==> src/rtl/uart_pkg.sv <==
// Shared UART package: FIFO sizing defaults and the byte type used by the TX/RX datapaths.
package uart_pkg;

  localparam int UART_FIFO_DEPTH_LOG2 = 4;
  localparam int UART_TX_LOW_WATER    = 4;

  typedef logic [7:0] uart_byte_t;

endpackage

==> src/rtl/uart_fifo_mem.sv <==
// Generic FIFO storage: synchronous write, asynchronous (combinational) read.
// Contents are intentionally not reset.
module uart_fifo_mem #(
  parameter int ADDR_W = 4,
  parameter int DATA_W = 8
) (
  input  logic              clk,
  input  logic              we,
  input  logic [ADDR_W-1:0] waddr,
  input  logic [DATA_W-1:0] wdata,
  input  logic [ADDR_W-1:0] raddr,
  output logic [DATA_W-1:0] rdata
);

  localparam int DEPTH = 1 << ADDR_W;

  logic [DATA_W-1:0] mem_q [DEPTH];

  // Capture the written word on the clock edge.
  always_ff @(posedge clk) begin
    if (we) mem_q[waddr] <= wdata;
  end

  assign rdata = mem_q[raddr];

endmodule

==> src/rtl/uart_tx_fifo.sv <==
// TX byte FIFO between the CPU register interface and the UART serializer.
// Pointer and level control live here; storage is the shared uart_fifo_mem.
import uart_pkg::*;

module uart_tx_fifo #(
  parameter int DEPTH_LOG2 = UART_FIFO_DEPTH_LOG2,
  parameter int LOW_WATER  = UART_TX_LOW_WATER
) (
  input  logic                  clk,
  input  logic                  rst,
  input  logic [7:0]            wr_data,
  input  logic                  wr_en,
  input  logic                  flush,
  input  logic                  ovf_clear,
  output logic                  full,
  output logic                  empty,
  output logic [DEPTH_LOG2:0]   level,
  output logic                  overflow,
  output logic                  irq_lowwater,
  output logic                  idle,
  output logic [7:0]            tx_data,
  output logic                  tx_valid,
  input  logic                  tx_busy
);

  localparam int DEPTH = 1 << DEPTH_LOG2;
  localparam logic [DEPTH_LOG2:0] LVL_FULL = DEPTH[DEPTH_LOG2:0];
  localparam logic [DEPTH_LOG2:0] LVL_LOW  = LOW_WATER[DEPTH_LOG2:0];

  logic [DEPTH_LOG2-1:0] wr_ptr;
  logic [DEPTH_LOG2-1:0] rd_ptr;
  logic [DEPTH_LOG2:0]   level_q;
  logic                  overflow_q;
  logic                  push;
  logic                  pop;
  logic                  ovf_set;
  uart_byte_t            head;

  // Status is decoded from the registered level only (idle additionally sees tx_busy).
  assign full         = (level_q == LVL_FULL);
  assign empty        = (level_q == '0);
  assign tx_valid     = !empty;
  assign irq_lowwater = (level_q <= LVL_LOW);
  assign idle         = empty && !tx_busy;
  assign level        = level_q;
  assign overflow     = overflow_q;
  assign tx_data      = head;

  // Pop mirrors the transmitter's load rule; full is the start-of-cycle value,
  // so a write while full is dropped even when a pop frees a slot this cycle.
  assign push    = wr_en && !full && !flush;
  assign pop     = tx_valid && !tx_busy && !flush;
  assign ovf_set = wr_en && full && !flush;

  // Pointers and level counter; flush returns everything to the origin.
  always_ff @(posedge clk or posedge rst) begin
    if (rst) begin
      wr_ptr  <= '0;
      rd_ptr  <= '0;
      level_q <= '0;
    end else if (flush) begin
      wr_ptr  <= '0;
      rd_ptr  <= '0;
      level_q <= '0;
    end else begin
      if (push) wr_ptr <= wr_ptr + 1'b1;
      if (pop)  rd_ptr <= rd_ptr + 1'b1;
      case ({push, pop})
        2'b10:   level_q <= level_q + 1'b1;
        2'b01:   level_q <= level_q - 1'b1;
        default: level_q <= level_q;
      endcase
    end
  end

  // Sticky overflow; a new dropped write beats a simultaneous clear.
  always_ff @(posedge clk or posedge rst) begin
    if (rst)            overflow_q <= 1'b0;
    else if (ovf_set)   overflow_q <= 1'b1;
    else if (ovf_clear) overflow_q <= 1'b0;
  end

  uart_fifo_mem #(
    .ADDR_W (DEPTH_LOG2),
    .DATA_W (8)
  ) u_mem (
    .clk   (clk),
    .we    (push),
    .waddr (wr_ptr),
    .wdata (wr_data),
    .raddr (rd_ptr),
    .rdata (head)
  );

endmodule

==> config.mk <==
export PLATFORM = sky130hd
export DESIGN_NAME = uart_tx_fifo
export DESIGN_NICKNAME = d
export VERILOG_FILES = /design/src/rtl/uart_pkg.sv /design/src/rtl/uart_fifo_mem.sv /design/src/rtl/uart_tx_fifo.sv
export SDC_FILE = /design/constraint.sdc
export NUM_CORES = 1
export LEC_CHECK = 0
export BUFFER_PORTS_ARGS = -buffer_cell sky130_fd_sc_hd__buf_4
export CORE_ASPECT_RATIO = 2
export CORE_MARGIN = 4
export CORE_UTILIZATION = 25
export CTS_BUF_LIST = sky130_fd_sc_hd__clkbuf_8
export DETAILED_ROUTE_END_ITERATION = 8
export GPL_ROUTABILITY_DRIVEN = 0
export PLACE_DENSITY_LB_ADDON = 0.12
export SLEW_MARGIN = 20
export SYNTH_ARGS = -nofsm -noshare
export SYNTH_HDL_FRONTEND = slang
export SYNTH_SLANG_ARGS = --single-unit
==> constraint.sdc <==
create_clock -name clk -period 4.2 [get_ports clk]
set_clock_uncertainty 0.1 [all_clocks]
set_input_delay 0.42 -clock clk [delete_from_list [all_inputs] [get_ports clk]]
set_output_delay 0.42 -clock clk [all_outputs]
set_load 0.03 [all_outputs]
==> results of run 1 <==
[sequential cells by signal, indices dropped and copies added, names as in the netlist]
register and flops:
rd_ptr 4, overflow 1, u_mem.mem_q 128, wr_ptr 4, level 5
[routing by layer]
| metal | vias to the layer above | global-route usage |
|---|---|---|
| met5 | - | 0 |
| met1 | 1548 | 0.1375 |
| met3 | 18 | 0.03028 |
| met4 | 0 | 0.04496 |
| met2 | 60 | 0.2102 |
| li1 | 1320 | - |
[what timing repair did]
| item | in CTS | in global routing |
|---|---|---|
| hold endpoints to repair | 14 | 0 |
| setup buffers | 0 | 0 |
| hold buffers | 1 | 0 |
| gates resized for setup | 0 | 0 |
| endpoints found under the setup margin | 0 | 0 |
[synthesized netlist by cell type (4+ instances only)]
| cell type | n | area, sq um |
|---|---|---|
| a21oi_1 | 6 | 30.03 |
| buf_2 | 4 | 20.02 |
| clkbuf_1 | 9 | 33.78 |
| dfrtp_1 | 14 | 350.3 |
| edfxtp_1 | 128 | 3844 |
| ha_1 | 7 | 87.58 |
| inv_1 | 6 | 22.52 |
| mux4_2 | 40 | 900.9 |
| nand2_1 | 13 | 48.80 |
| nor2_1 | 27 | 101.4 |
| nor3_1 | 6 | 30.03 |
| xor2_1 | 7 | 61.31 |
[layout make-up]
type | instances | area, sq um | area share
Timing Repair Buffer | 51 | 397.9 | 0.05712
Multi-Input combinational cell | 138 | 1534 | 0.2202
Inverter | 7 | 28.78 | 0.004131
Tap cell | 280 | 350.3 | 0.05030
Clock inverter | 15 | 225.2 | 0.03233
Sequential cell | 142 | 4195 | 0.6023
Clock buffer | 17 | 234.0 | 0.03359
[cells by family (layout without fill, tap and decap cells)]
logic type,count (synthesis),in the layout
muxes,43,43
DFF,142,142
and+or+nand+nor,61,61
buffers and inverters,24,90
xor gates and xnor gates,9,9
AOI/OAI and AO/OA,18,18
adders and majority gates,7,7
[worst max path at each step]
stage / startpoint / end / slack [ns] / cells after the start
after CTS: rd_ptr[0]$_DFFE_PP0P_ / tx_data[0] / 0.92 / 4
after global routing: rd_ptr[0]$_DFFE_PP0P_ / tx_data[3] / 0.85 / 4
after floorplan: level[1]$_DFFE_PP0P_ / level[4]$_DFFE_PP0P_ / 1.27 / 10
after global placement: level[0]$_DFFE_PP0P_ / level[4]$_DFFE_PP0P_ / 1.25 / 9
final: rd_ptr[0]$_DFFE_PP0P_ / tx_data[4] / 1.04 / 4
after detailed placement: level[0]$_DFFE_PP0P_ / level[4]$_DFFE_PP0P_ / 1.21 / 9
[power by group]
part	total, uW	switching (uW)	internal (uW)
Clock	1270	512	756
Sequential	1690	105	1580
Combinational	1070	567	501
Total	4020	1180	2840
[stage by stage]
step	hold slack [ns]	power, uW	util
5_1_grt	0.03176	4240	0.3050
2_1_floorplan	0.2092	2480	-
3_5_place_dp	0.4387	2820	0.2845
3_3_place_gp	0.4414	2826	0.2845
4_1_cts	0.01798	4102	0.3050
6_report	0.06449	4022	0.3050
[critical path: stages (launching register included)]
cell and delay, ns:
dfrtp_2 0.66, buf_12 0.28, mux4_2 0.54, mux4_2 0.50
buf_4 0.19
==> impl_metrics.csv, run 1 <==
group,metric,value,unit
detailed_routing,first_pass_iters,4,
placement,port_buffers,32,
layout,final_common_cell,"edfxtp_1",
detailed_routing,routed_wl,14.27,mm
synthesis,synth_seq_area_share,0.7184,
detailed_routing,routed.top_layer,"met4",
detailed_routing,drtAntennaViolNets,0,
detailed_routing,vias_per_cell,4.532,
timing,setup_ws,1.041,ns
grt,grt_pass1_wl,21.67,mm
layout,n_antenna_cell,0,
clock_tree,numCtsBuffers,17,
clock_tree,cts_tree,"built",
timing,layout_min_cycle_time,3.159,ns
placement,dp_cells,617,
grt,grt_antenna_before_repair,0,
layout,area_growth,19.31,%
setup_path,r2r-start,"level[0]$_DFFE_PP0P_",
power,vdd_drop_max,0.0004011,V
timing,tightestPinTransition,0.9484,ns
setup_path,worstPathArrival,2.64,ns
die,dieWidth,116.1,microns
synthesis,synth_fa_ha_area_frac,0.01500,
detailed_routing,wl_met1,5.500,mm
timing,fin_crit_sh,0.7522,
layout,fill_cells,2285,
power,leakage,0.002327,uW
power,powerDensity,577.4,nW/um^2
grt,gr-total-overflow,0,
synthesis,synth_xor_area_frac,0.01350,
detailed_routing,drt-initial-drc-count,148,
layout,fin_nets,378,
setup_path,worstPathMaxFanout,24,
flow_run,cap_violations,0,
placement,dp_slack,1.206,ns
status,status,"finished clean",
synthesis,syn_nets,325,
detailed_routing,wl_met3,361,microns
detailed_routing,wire_per_inst,21.96,microns
placement,place_area,6496,sq um
clock_tree,cts_buffer_depth,2,
placement,dp_hpwl,9.764,mm
synthesis,synth-edff-count,128,
setup_path,critPathKind,"flip-flop to primary output",
timing,setup_violations,0,
layout,stdcell_count,650,
synthesis,yosys_warnings,0,
timing,slew_viol_final,0,
grt,groute.usage.overall,0.1195,
synthesis,ys_async_sr_fraction,0.09859,
min_path,hold_start,"ovf_clear",
synthesis,synth-simple-area-share,0.05036,
die,row_count,78,
clock_tree,clkSlewWorstSetupHoldPaths,0.08,ns
layout,layout_common_cells,"edfxtp_1 (128), buf_4 (49), mux4_2 (40), nor2_1 (27), clkbuf_8 (17)",
grt,grt_pass1_vias,3180,
setup_path,critPathRequiredTime,3.68,ns
setup_path,cp-start-kind,"flip-flop",
synthesis,synth_cell_types,39,
synthesis,syn_inst,304,
timing,finalHoldViolCount,0,
synthesis,synth-compound-area-share,0.02443,
setup_path,reg2regPathDepth,9,
die,die_h,224.1,microns
min_path,holdPathEnd,"overflow$_DFFE_PP0P_",
clock_tree,clock_latency,0.45,ns
timing,rsz0062_at_grt,"false",
setup_path,worst_setup_path_end_kind,"primary output",
die,core,22840,sq um
detailed_routing,met2_length,8.097,mm
min_path,hp-class,"input pin to flip-flop",
die,fp.dieArea,26010,sq um
layout,drive_gt1_frac,0.3432,
timing,fin_tns_setup,0,ns
die,start_util,0.2556,
clock_tree,h-tree-depth,4,
timing,clock.fmax,316.5,MHz
grt,grt_max_degree,34,
clock_tree,clock-sinks,142,
detailed_routing,drc,0,
timing,relSlewSlack,0.3629,
synthesis,syn_area_per_cell,19.20,sq um
synthesis,synth_top_family_by_area,"multiplexers",
synthesis,synth-seq-cells,142,
setup_path,r2r_end,"level[4]$_DFFE_PP0P_",
synthesis,ys.flop_type,"edfxtp_1",
setup_path,ff2ff_setup_slack,1.20,ns
synthesis,synth_mux_area_frac,0.1595,
die,io_pins,33,
clock_tree,cts_root_buffer,"clkbuf_8",
synthesis,synth_area,5838,sq um
layout,design_area,6965,sq um
min_path,hold_depth,2,
detailed_routing,vias,2946,
Note: power is estimated with default switching activity, not from simulation.
==> inputs of run 2 (changes only) <==
==> constraint.sdc (replaced) <==
create_clock -name clk -period 2.9 [get_ports clk]
set_clock_uncertainty 0.1 [all_clocks]
set_input_delay 0.29 -clock clk [delete_from_list [all_inputs] [get_ports clk]]
set_output_delay 0.29 -clock clk [all_outputs]
set_load 0.03 [all_outputs]
==> run 2 against run 1 <==
Compared with the run above: first-iteration DRC count shrank 21%; clock power rose by 24%; die area unchanged; flip-flop and latch count unchanged; core utilization increased by 0.33 points; cell count rose by 2.6%; via count up 1.2%; setup slack worse by 0.89 ns; hold slack lost 0.023 ns; critical path depth unchanged; global-route usage down 0.25 points; routed wire length is 0.49% lower; critical path type unchanged.
==> impl_metrics.csv, run 2 (synthesis gave the netlist of run 1 again) <==
group,metric,value,unit
timing,fin_crit_sh,0.9495,
die,start_util,0.2556,
layout,ff_latch_area,4198,sq um
detailed_routing,drt-initial-drc-count,117,
clock_tree,numCtsBuffers,17,
layout,fin_nets,395,
detailed_routing,vias,2981,
detailed_routing,vias_per_cell,4.469,
grt,gr-total-overflow,0,
timing,fin_tns_setup,0,ns
timing,layout_min_cycle_time,2.754,ns
detailed_routing,wire_per_inst,21.29,microns
grt,groute.usage.overall,0.1170,
grt,grt_pass1_vias,3279,
power,vdd_drop_max,0.0004962,V
timing,clock.fmax,363.2,MHz
flow_run,cap_violations,0,
layout,stdcell_count,667,
setup_path,worstPathMaxFanout,16,
power,powerDensity,810.8,nW/um^2
setup_path,crit_top_cell,"mux4_2",
layout,largest_reg_flops,128,
die,fp.dieArea,26010,sq um
layout,n_antenna_cell,0,
placement,port_buffers,32,
placement,dp_hpwl,10.03,mm
layout,regMostFlops,"u_mem.mem_q",
timing,finalHoldViolCount,0,
setup_path,critPathRequiredTime,2.51,ns
layout,multi_input_area,1536,sq um
detailed_routing,first_pass_iters,4,
setup_path,cp-start-kind,"flip-flop",
detailed_routing,drc,0,
timing,rsz0062_at_grt,"false",
clock_tree,clock_latency,0.45,ns
die,dieWidth,116.1,microns
timing,setup_violations,0,
timing,slew_viol_final,0,
setup_path,crit_chain,"buf_6, mux4_2, mux4_2, buf_4",
grt,grt_antenna_before_repair,0,
clock_tree,cts_buffer_depth,2,
timing,tightestPinTransition,0.9933,ns
grt,grt_pass1_wl,21.22,mm
layout,drive_gt1_frac,0.3669,
die,row_count,78,
layout,area_growth,20.60,%
clock_tree,clkSlewWorstSetupHoldPaths,0.08,ns
status,status,"finished clean",
setup_path,worstPathArrival,2.36,ns
die,io_pins,33,
die,core,22840,sq um
grt,grt_max_degree,24,
setup_path,cpPeakStageDelay,0.58,ns
clock_tree,h-tree-depth,4,
layout,layout_common_cells,"edfxtp_1 (128), buf_4 (64), mux4_2 (40), nor2_1 (26), clkbuf_8 (19)",
layout,final_common_cell,"edfxtp_1",
setup_path,cp_slowest_cell,"mux4_2",
die,die_h,224.1,microns
power,leakage,0.002393,uW
clock_tree,clock-sinks,142,
layout,final_core_utilization,0.3083,
detailed_routing,drtAntennaViolNets,0,
clock_tree,cts_tree,"built",
clock_tree,cts_root_buffer,"clkbuf_8",
layout,fill_cells,2295,
min_path,hp-class,"input pin to flip-flop",
timing,relSlewSlack,0.3354,
setup_path,critPathKind,"flip-flop to primary output",
setup_path,worst_setup_path_end_kind,"primary output",
detailed_routing,routed_wl,14.20,mm
placement,dp_cells,631,
==> run 2: power breakdown <==
group	leakage [uW]	switching, uW	internal, uW
Combinational	0.000833	980	812
Sequential	0.00134	37.9	2300
Clock	0.000221	713	871
==> run 2: worst paths after layout <==
| kind | from | to | slack [ns] | cells past startpoint |
|---|---|---|---|---|
| min | flush | level[4]$_DFFE_PP0P_ | 0.04 | 2 |
| max | rd_ptr[0]$_DFFE_PP0P_ | tx_data[0] | 0.15 | 4 |
| min in group asynchronous | rst | level[4]$_DFFE_PP0P_ | 0.37 | 3 |
| max reg2reg | level[0]$_DFFE_PP0P_ | level[4]$_DFFE_PP0P_ | 0.19 | 9 |
| min reg2reg | overflow$_DFFE_PP0P_ | overflow$_DFFE_PP0P_ | 0.44 | 2 |
| max in group asynchronous | rst | rd_ptr[0]$_DFFE_PP0P_ | 1.88 | 3 |
==> run 2: critical path: cells and delay by family (launching register included) <==
kind                   cells  cell delay [ns]
multiplexers               2             1.06
buffers and inverters      2             0.45
flip-flops                 1             0.40
==> run 2: area by class of cell <==
cell class	instances	share of cell area
multi-input cells	138	0.2182
well taps	280	0.04976
clock buffers	19	0.03714
clock inverters	13	0.01902
inverters	7	0.004087
flip-flops and latches	142	0.5962
repair buffers	68	0.07553
==> run 2: metrics by stage <==
| stage | hold WS (ns) | cell area, sq um | worst slack, ns | total power, uW |
|---|---|---|---|---|
| final | 0.04132 | 7041 | 0.1464 | 5708 |
| after global routing | 0.01749 | 7041 | 0.01162 | 6004 |
| after CTS | 0.01635 | 7025 | 0.06092 | 5810 |
| after detailed placement | 0.3278 | 6606 | 0.1493 | 4202 |
| after global placement | 0.3194 | 6604 | 0.1934 | 4197 |
| after floorplan | 0.07908 | 5841 | 0.01421 | 3595 |
==> run 2: what timing repair did <==
item                                   in CTS  in global routing
hold buffers                                2                  0
endpoints found under the hold margin      15                  0
setup endpoints to repair                   3                  1
gates resized for setup                     1                  0
setup buffers                               0                  2
pin swaps                                   0                  1
==> run 2: per-layer routing <==
layer	vias to the layer above	global-route usage	part of all wire
met5	-	0	0
met4	0	0.04271	0.019
met3	14	0.02758	0.023
met2	46	0.2249	0.60
met1	1567	0.1185	0.36
li1	1354	-	-
